--- config.mk ---
export PLATFORM = sky130hd
export DESIGN_NAME = scanline_irq_counter
export DESIGN_NICKNAME = d
export VERILOG_FILES = /design/src/rtl/scanline_irq_pkg.sv /design/src/rtl/a12_edge_filter.sv /design/src/rtl/scanline_irq_counter.sv
export SDC_FILE = /design/constraint.sdc
export NUM_CORES = 1
export LEC_CHECK = 0
export ABC_AREA = 1
export CORE_MARGIN = 1.5
export CORE_UTILIZATION = 50
export CTS_CLUSTER_DIAMETER = 60
export DETAILED_ROUTE_END_ITERATION = 7
export PLACE_DENSITY = 0.77
export SYNTH_ARGS = -nofsm -noshare
export SYNTH_HDL_FRONTEND = slang
export SYNTH_SLANG_ARGS = --single-unit
--- constraint.sdc ---
create_clock -name m2 -period 1.7 [get_ports m2]
set_input_delay 0.17 -clock m2 [delete_from_list [all_inputs] [get_ports m2]]
set_output_delay 0.17 -clock m2 [all_outputs]
set_load 0.01 [all_outputs]
--- src/rtl/scanline_irq_pkg.sv ---
// Shared definitions for the scanline IRQ counter: register-select encodings,
// counter width and the register-write decode used by the top.
package scanline_irq_pkg;

  localparam int SIRQ_W = 8;

  typedef enum logic [1:0] {
    SIRQ_LATCH   = 2'd0,
    SIRQ_RELOAD  = 2'd1,
    SIRQ_DISABLE = 2'd2,
    SIRQ_ENABLE  = 2'd3
  } sirq_reg_e;

  // One-hot view of a register write; at most one field is set per cycle.
  typedef struct packed {
    logic latch;
    logic reload;
    logic dis;
    logic ena;
  } sirq_wr_t;

  function automatic sirq_wr_t sirq_decode(input logic we, input sirq_reg_e sel);
    sirq_wr_t wr;
    wr        = '0;
    wr.latch  = we && (sel == SIRQ_LATCH);
    wr.reload = we && (sel == SIRQ_RELOAD);
    wr.dis    = we && (sel == SIRQ_DISABLE);
    wr.ena    = we && (sel == SIRQ_ENABLE);
    return wr;
  endfunction

endpackage

--- src/rtl/a12_edge_filter.sv ---
// PPU A12 synchronizer and low-time filter: emits a one-cycle tick on a
// synchronized rising edge that followed at least A12_LOW_MIN low samples.
module a12_edge_filter #(
  parameter int A12_LOW_MIN = 3
) (
  input  logic m2,
  input  logic reset,
  input  logic ppu_a12,
  output logic o_tick
);

  localparam logic [2:0] LOW_MIN = 3'(A12_LOW_MIN);

  logic       r_sync1;
  logic       r_a12_s;
  logic [2:0] r_low_cnt;

  // NOTE: sequential state uses non-blocking assignments so every flop samples
  // the pre-edge value of its neighbours, exactly like the hardware.
  always_ff @(posedge m2) begin
    if (reset) begin
      r_sync1   <= 1'b0;
      r_a12_s   <= 1'b0;
      r_low_cnt <= '0;
    end else begin
      r_sync1 <= ppu_a12;
      r_a12_s <= r_sync1;
      if (r_a12_s)
        r_low_cnt <= '0;
      else if (r_low_cnt != LOW_MIN)
        r_low_cnt <= r_low_cnt + 3'd1;
    end
  end

  // low_cnt is only nonzero if a12_s was low last cycle, so a high a12_s with a
  // full count is by construction the first high sample of a qualified edge.
  assign o_tick = r_a12_s && (r_low_cnt == LOW_MIN);

endmodule

--- src/rtl/scanline_irq_counter.sv ---
// MMC3-style scanline IRQ counter clocked by M2. Define SCANLINE_IRQ_ALT_EN for
// the MMC3A variant (zero latch fires only once after a reload write).
import scanline_irq_pkg::*;

module scanline_irq_counter #(
  parameter int A12_LOW_MIN = 3
) (
  input  logic              m2,
  input  logic              reset,
  input  logic              sel,
  input  logic              ppu_a12,
  input  logic              reg_we,
  input  logic [1:0]        reg_sel,
  input  logic [7:0]        reg_data,
  output logic              irq_out,
  output logic [SIRQ_W-1:0] counter_q
);

  logic              w_filter_tick;
  logic              w_tick;
  sirq_wr_t          w_wr;
  logic              w_reload_now;
  logic [SIRQ_W-1:0] w_next_cnt;
  logic              w_irq_fire;

  logic [SIRQ_W-1:0] r_counter;
  logic [SIRQ_W-1:0] r_latch;
  logic              r_reload_pending;
  logic              r_enabled;
  logic              r_irq;

  a12_edge_filter #(
    .A12_LOW_MIN (A12_LOW_MIN)
  ) u_a12_filter (
    .m2      (m2),
    .reset   (reset),
    .ppu_a12 (ppu_a12),
    .o_tick  (w_filter_tick)
  );

  assign w_tick = w_filter_tick && sel;

  // NOTE: every signal written here gets a default first, so no path through the
  // block can leave it unassigned and infer a latch.
  always_comb begin
    w_wr         = sirq_decode(reg_we, sirq_reg_e'(reg_sel));
    w_reload_now = (r_counter == '0) || r_reload_pending;
    w_next_cnt   = w_reload_now ? r_latch : (r_counter - SIRQ_W'(1));
    w_irq_fire   = 1'b0;
    // A reload write discards a coincident tick, including its IRQ.
    if (w_tick && !w_wr.reload && r_enabled && (w_next_cnt == '0)) begin
`ifdef SCANLINE_IRQ_ALT_EN
      w_irq_fire = (r_counter != '0) || r_reload_pending;
`else
      w_irq_fire = 1'b1;
`endif
    end
  end

  always_ff @(posedge m2) begin
    if (reset) begin
      r_counter        <= '0;
      r_latch          <= '0;
      r_reload_pending <= 1'b0;
      r_enabled        <= 1'b0;
      r_irq            <= 1'b0;
    end else begin
      if (w_wr.reload) begin
        r_counter        <= '0;
        r_reload_pending <= 1'b1;
      end else if (w_tick) begin
        r_counter <= w_next_cnt;
        if (w_reload_now)
          r_reload_pending <= 1'b0;
      end

      // A tick in the same cycle has already used the old latch via w_next_cnt.
      if (w_wr.latch)
        r_latch <= reg_data;

      if (w_wr.dis)
        r_enabled <= 1'b0;
      else if (w_wr.ena)
        r_enabled <= 1'b1;

      // Tick decisions use the pre-write r_enabled, so a coincident enable
      // write cannot raise an IRQ and a coincident disable always wins.
      if (!sel || w_wr.dis)
        r_irq <= 1'b0;
      else if (w_irq_fire)
        r_irq <= 1'b1;
    end
  end

  assign irq_out   = r_irq && sel;
  assign counter_q = r_counter;

endmodule

[Word-level counts from Yosys, hierarchy flattened]
Index checks and enable logic that the tools add are counted.
Widths: inputs -> output; s select.
Storage, ports and cells
  bits of input ports: 15
  register bits: 24
  word-level logic and storage cells: 44
Cells by class
  equality and inequality tests: 5
  reductions and logical operators: 24
  multiplexer cells: 5
  add/subtract/negate cells: 2
Operators by type and width (count)
  $logic_not 8->1: 2
  $logic_and 1x1->1: 10
  $mux 8: 1
  $reduce_or 2->1: 4
  $sub 8x1->8 const B: 1
  $eq 2x2->1 const B: 2
  $mux 1: 4
  $reduce_bool 2->1: 2
  $add 3x1->3 const B: 1
  $eq 3x2->1 const B: 1
  $ne 3x2->1 const B: 1
  $eq 2x1->1 const B: 1
  $logic_not 1->1: 2
  $logic_not 2->1: 1
  $logic_or 1x1->1: 2
  $reduce_and 2->1: 1

[Depth between registers and ports, before layout]
Gate-level depths: netlist of run 1.
  depth in word-level cells: 7
  depth in mapped cells: 11
  mapped depth without buffers: 11

[By module]
From an unflattened synthesis of run 1, not the netlist that was laid out.
Unflattened totals
  cells, all modules: 199
  area, all modules: 1300.0 sq um
Modules (own cells, without submodules)
  scanline_irq_counter: sequential area each 380.4 sq um, cells an instance 169, area each 1081.0 sq um, times used 1
  a12_edge_filter: sequential area each 100.1 sq um, cells an instance 30, area each 219.0 sq um, times used 1

[Least setup slack after synthesis of run 1]
OpenSTA, ideal clock, no wires.
  path type: reg-to-reg
  start: register r_counter[0] (netlist: counter_q[0])
  end: register r_irq
  period minus slack after synthesis: 1.521 ns
  buffers on the path: 0
  arrival time: 1.455 ns
  setup slack: 0.179 ns
  data required time: 1.634 ns
  cell stages (with the launch flop): 12
  path through: dfxtp_1 inv_1 ha_1 nand2_1 nor2_1 nor2_2 nand2_1 nand2_1 nand2_1 nor2_1 nand3_1 a21oi_2
On the way
  longest elaborated chain between the ends: 6
  elaborated cells on any way between the ends: 7
  classes of those cells: add/sub (1); mux (2); reduce/logical (4)
Ends and longest elaborated chain
  start, declared: line scanline_irq_counter.sv:26  | logic [SIRQ_W-1:0] r_counter;
  start signal, assigned: line scanline_irq_counter.sv:72  | r_counter <= w_next_cnt;
  parallel branches: the longest is 2 deep, another holds $sub 8x1->8
  $mux 8 (*): line scanline_irq_counter.sv:48  | w_next_cnt = w_reload_now ? r_latch : (r_counter - SIRQ_W'(1));
  $logic_not 8->1 (*): line scanline_irq_counter.sv:51  | if (w_tick && !w_wr.reload && r_enabled && (w_next_cnt == '0)) begin
  $logic_and 1x1->1 (*): line scanline_irq_counter.sv:51
  $mux 1 (*): line scanline_irq_counter.sv:51
  end signal, assigned: line scanline_irq_counter.sv:66  | r_irq <= 1'b0;
  end signal, assigned: line scanline_irq_counter.sv:89  | r_irq <= 1'b0;
  end signal, assigned: line scanline_irq_counter.sv:91  | r_irq <= 1'b1;
  end, declared: line scanline_irq_counter.sv:30  | logic r_irq;
Every way passes the cells marked *.
A chain may end at the register's enable or synchronous reset.

[Final worst setup path of run 1]
  start: register r_counter[1] (netlist: counter_q[1])
  end: register r_irq
The elaborated chain is that of the path after synthesis.

==> results_dict.tcl, run 1 <==
set metrics [dict create \
    postPlaceCellArea_um2 1528 \
    worst_slack_ps 97.98 \
    p_seq_share_pct 60.3 \
    die_area_um2 2812 \
    io_pins 24 \
    synth.distinct_cells 16 \
    drt_iter0_drc 29 \
    cts_tree "built" \
    path_max_fanout 4 \
    p_comb_share_pct 14.8 \
    finalCriticalPeriod_ps 1602 \
    worstPathCellList "inv_1 > ha_1 > nand2_2 > nor2_2 > nor2_2 > buf_4 > nand2_1 > nand3_1 > nor2_1 > nand3_1 > a21oi_2" \
    start_kind "flop" \
    synthArstFlopShare_pct 0 \
    antenna_found_initial 0 \
    detail-route-antenna-nets 0 \
    synth_top_cell_area_share_pct 38.40 \
    core_area_um2 2297 \
    rows 17 \
    max_stage_delay_ps 350 \
    vdd_ir_drop_max_mv 0.4851 \
    wl_per_cell_um 10.39 \
    grt_pass1_wl_um 4091 \
    crit_start "counter_q[1]" \
    routabilityCongestion 0.8367 \
    syn-num-nets 212 \
    cts_sinks 24 \
    finalCritPeriodShare_pct 94.24 \
    layout-drive-gt1-share_pct 8.597 \
    power.leakage_uw 0.0008055 \
    worst_setup_path_end_kind "flop" \
    max_freq_ghz 0.6242 \
    clockBufferDepth 2 \
    syn_inst 193 \
    cp_slowest_cell "dfxtp_1" \
    track_usage_pct 19.75 \
    diodes 0 \
    syn_avg_cell_area_um2 6.483 \
    max-cap-violations 0 \
    hp-class "in2reg" \
    drtPass1Iterations 4 \
    synthesis.area_um2 1251 \
    dp_hpwl_um 2065 \
    clkPwrFrac_pct 24.9 \
    chipWidth_um 53.03 \
    cts_htree_levels 1 \
    post-place-ws_ps -40.49 \
    arrival_ps 1860 \
    initial_core_util_pct 54.47 \
    synth-main-ff-cell "dfxtp_1" \
    max_slew_margin_pct 80.74 \
    vias 1236 \
    synthTopCellsByArea "dfxtp_1, nand2_1, inv_1, o21ai_0, nor2_1" \
    powerDensity_nw_per_um2 631.4 \
    finalMaxSlewViolations 0 \
    reg2reg_from "counter_q[1]" \
    dieHeight_um 53.03 \
    fin_skew_ps 3.656 \
    finish.instance_area_um2 1574 \
    yosysTopAreaCell "dfxtp_1" \
    crit_required_ps 1960 \
    insertion_delay_ps 310 \
    grt_max_degree 18 \
    final_util_pct 68.52 \
    hold_viol 0 \
    cts_made_buffers 3 \
    worst_pin_slew_ps 288.6 \
    path_clk_slew_ps 130 \
    nets 242 \
    io_buffer_count 23 \
    ctsRootBufferMaster "clkbuf_4" \
    p_sw_share_pct 25.54 \
    critPathKind "reg2reg" \
    synth-seq-cells 24 \
    ys_seq_area_share_pct 38.40 \
    setup_viol 0 \
    areaGrowthSynthToFinish_pct 25.80 \
    p_total_uw 993.8 \
    route.detailed.drc 0 \
    routed_via_density 4.964 \
    grt_overflow 0 \
    synth-edff-count 0 \
    status "finished, final reports clean" \
    power.switching_uw 253.8 \
    yosysWarnings 0 \
    grt_pass1_vias 1059 \
    min_from "ppu_a12" \
    wl_um 2588 \
    internal_power_uw 740.0 \
]
## final cells by class
cell class	count	area, µm²
Clock buffer	3	22.52
Fill cell	212	723.2
Timing Repair Buffer	28	267.8
Sequential cell	24	481.7
Tap cell	28	35.03
Inverter	39	146.4
Multi-Input combinational cell	127	620.6
## placed cells by master (no fill, tap or decap)
cell type and count:
a21oi_1 15, a21oi_2 1, buf_4 5, clkbuf_4 3
clkdlybuf4s50_1 23, dfxtp_1 23, dfxtp_2 1, ha_1 3
ha_2 1, inv_1 38, inv_2 1, nand2_1 43
nand2_2 2, nand3_1 11, nor2_1 20, nor2_2 3
nor2_4 1, nor3_1 3, o21ai_0 22, o21ai_4 1
xnor2_1 1
## sequential cells by signal, indices dropped and copies added (netlist names)
signal / cells
u_a12_filter.r_sync1: 1
r_latch: 8
counter_q: 8
r_reload_pending: 1
r_irq: 1
u_a12_filter.r_a12_s: 1
u_a12_filter.r_low_cnt: 3
r_enabled: 1
## worst max-delay path: cells and delay by family (launching register included)
kind                       cells  cell delay, ps
and+or+nand+nor                7             660
DFF                            1             350
buffers and inverters          2             240
adders and majority gates      1             190
AOI/OAI and AO/OA              1             130
## worst paths after layout
check / end / slack, ps / cells after the start
setup reg to reg: r_irq / 100 / 11
setup / recovery: r_irq / 100 / 11
hold reg to reg: u_a12_filter.r_a12_s / 410 / 2
hold / removal: u_a12_filter.r_sync1 / 360 / 3
## timing repair
| action | 4_1_cts | 5_1_grt |
|---|---|---|
| setup endpoints to repair | 1 | 1 |
| pin swaps | 1 | 1 |
| setup buffers | 1 | 1 |
| gates cloned | 0 | 0 |
| hold buffers | 0 | 0 |
| resized for setup | 1 | 4 |
## Yosys cell counts (2+ instances only)
cell type	number
nor3_1	3
a21oi_1	15
nand3_1	11
inv_1	39
nand2_1	44
ha_1	4
nor2_2	2
nor2_1	21
dfxtp_1	24
clkbuf_1	3
o21ai_0	22
## per-layer routing
| layer | global-route usage [%] | share of wire (%) | vias to the layer above |
|---|---|---|---|
| met4 | 6.410 | 1.1 | 0 |
| met3 | 3.390 | 4.7 | 4 |
| li1 | - | - | 656 |
| met5 | 0 | 0 | - |
| met2 | 33.96 | 47 | 35 |
| met1 | 24.87 | 47 | 541 |
## cells by family after synthesis
| family | synth area share, % |
|---|---|
| AND/OR/NAND/NOR | 27.50 |
| buffers and inverters | 12.60 |
| AO/OA/AOI/OAI | 16.80 |
| flip-flops | 38.40 |
| adder cells (fa/ha/maj) | 4.000 |
| XOR/XNOR | 0.7001 |
## power by group through the flow
stage	Sequential, µW	Combinational (µW)	Clock, µW
6_report	599	147	248
5_1_grt	602	166	273
4_1_cts	599	145	252
3_5_place_dp	612	144	0
3_3_place_gp	611	135	0
2_1_floorplan	609	82.3	0
## through the flow
stage | hold WS (ps) | cells | TNS, ps
6_report | 360.4 | 249 | 0
4_1_cts | 356.8 | 248 | 0
2_1_floorplan | 239.1 | 193 | 0
3_5_place_dp | 395.6 | 244 | -40.49
3_3_place_gp | 389.5 | 244 | 0
5_1_grt | 369.0 | 249 | -23.23
Power figures use the tool's default switching activity.
==> inputs of run 2 (changes only) <==
CORE_UTILIZATION = 46   (was 50)
PLACE_DENSITY = 0.75   (was 0.77)
SLEW_MARGIN = 20   (was default)
clock period = 1.3 ns   (was 1.7 ns; I/O delays follow)
==> run 2 against run 1 <==
The run now ends with setup timing left. Clock power grew 71%. Worst setup slack worse by 250 ps. Register-to-register slack worse by 250 ps. Design area increased by 23%. Critical path type unchanged. Critical endpoint unchanged. Largest cell class unchanged. Highest routed layer unchanged.
==> results_dict.tcl, run 2 (synthesis results as in run 1) <==
set metrics [dict create \
    busiest_layer "met2" \
    hp-class "in2reg" \
    detail-route-antenna-nets 0 \
    nets 266 \
    drtPass1Iterations 4 \
    die_area_um2 3042 \
    cts_hold_buf 0 \
    cts_tree "built" \
    routabilityCongestion 0.8045 \
    finalMaxSlewViolations 0 \
    insertion_delay_ps 330 \
    n_fill_cell 193 \
    cts_made_buffers 3 \
    vdd_ir_drop_max_mv 0.6801 \
    globalRouteMet1Util_pct 25.37 \
    ctsRootBufferMaster "clkbuf_4" \
    max_slew_margin_pct 80.13 \
    diodes 0 \
    grt_pass1_vias 1248 \
    io_buffer_count 23 \
    status "complete, but fails checks" \
    initial_core_util_pct 49.60 \
    fin_hold_ws_ps 246.0 \
    wl_per_cell_um 11.68 \
    worst_slack_ps -151.1 \
    arrival_ps 1740 \
    clockBufferDepth 2 \
    powerDensity_nw_per_um2 754.2 \
    crit_required_ps 1590 \
    cts_htree_levels 1 \
    route.detailed.drc 0 \
    violations "setup timing" \
    setup_viol 6 \
    grt_overflow 0 \
    grt_max_degree 18 \
    final_cell_mix "nand2_1, inv_1, buf_4" \
    hold_viol 0 \
    dieHeight_um 55.16 \
    multi_input_area_um2 758.2 \
    track_usage_pct 22.84 \
    fin_skew_ps 7.445 \
    chipWidth_um 55.16 \
    power.leakage_uw 0.001005 \
    seqCellArea_um2 500.5 \
    rows 18 \
    grt_util_met2_pct 41.67 \
    finalCritPeriodShare_pct 111.6 \
    start_kind "flop" \
    vias 1364 \
    rsz0062_at_grt "true" \
    areaGrowthSynthToFinish_pct 54.80 \
    critPathKind "reg2reg" \
    finalCriticalPeriod_ps 1451 \
    path_clk_slew_ps 150 \
    max-cap-violations 0 \
    post-place-ws_ps -262.5 \
    grt_pass1_wl_um 4899 \
    worst_setup_path_end_kind "flop" \
    max_freq_ghz 0.6891 \
    core_area_um2 2522 \
    drt_iter0_drc 37 \
    layout-drive-gt1-share_pct 31.71 \
    path_max_fanout 3 \
    cts_sinks 24 \
    worst_pin_slew_ps 297.4 \
    dp_hpwl_um 2401 \
    io_pins 24 \
    met3_usage_pct 4.570 \
    routed_via_density 4.942 \
    antenna_found_initial 0 \
    layout_commonest_cell "nand2_1" \
    wl_um 3223 \
]
-- run 2: per-layer routing --
layer	wire [µm]	up-vias	share of wire, %
li1	-	708	-
met1	1381	609	43
met2	1629	38	51
met3	153	9	4.7
met4	59	0	1.8
met5	0	-	0
-- run 2: critical path, cell delays in order, from the launching register on --
cell and delay, ps:
dfxtp_4 410, inv_6 50, ha_4 160, nand2_4 90, nor2_4 40, nor2_4 120
nand2_1 70, nand2_1 80, nand2_1 50, nor2_1 130, nand3_1 110, a21oi_2 110
-- run 2: layout make-up --
class	instances	share of cell area [%]
multi-input combinational	127	39.15
timing repair buffer	52	23.26
sequential	24	25.84
tap	30	1.938
inverter	39	7.946
clock buffer	4	1.873
-- run 2: final timing paths --
check | start | end | slack [ps] | cells after the start
min | sel | r_irq | 250 | 3
max | counter_q[0] | r_irq | -150 | 11
min reg2reg | u_a12_filter.r_sync1 | u_a12_filter.r_a12_s | 420 | 2
max reg2reg | counter_q[0] | r_irq | -150 | 11
-- run 2: metrics by stage --
stage | cells | cell area, µm² | setup TNS (ps) | utilization [%] | total power, µW
2_1_floorplan | 193 | 1303 | -50.73 | - | 908.4
3_3_place_gp | 268 | 1745 | -2207 | 69.20 | 1012
3_5_place_dp | 268 | 1745 | -3039 | 69.20 | 1026
4_1_cts | 275 | 1853 | -586.7 | 73.46 | 1440
5_1_grt | 276 | 1937 | -1143 | 76.79 | 1513
6_report | 276 | 1937 | -493.5 | 76.79 | 1461
-- run 2: timing repair --
action,in CTS,in global routing
setup endpoints to repair,19,12
pin swaps,9,13
resized for setup,38,25
buffers inserted,3,1
endpoints found under the hold margin,0,0
-- run 2: report_power, final --
group / internal [µW] / switching [µW]
logic: 129 / 128
registers: 764 / 15.4
clock network: 172 / 252
total: 1070 / 396
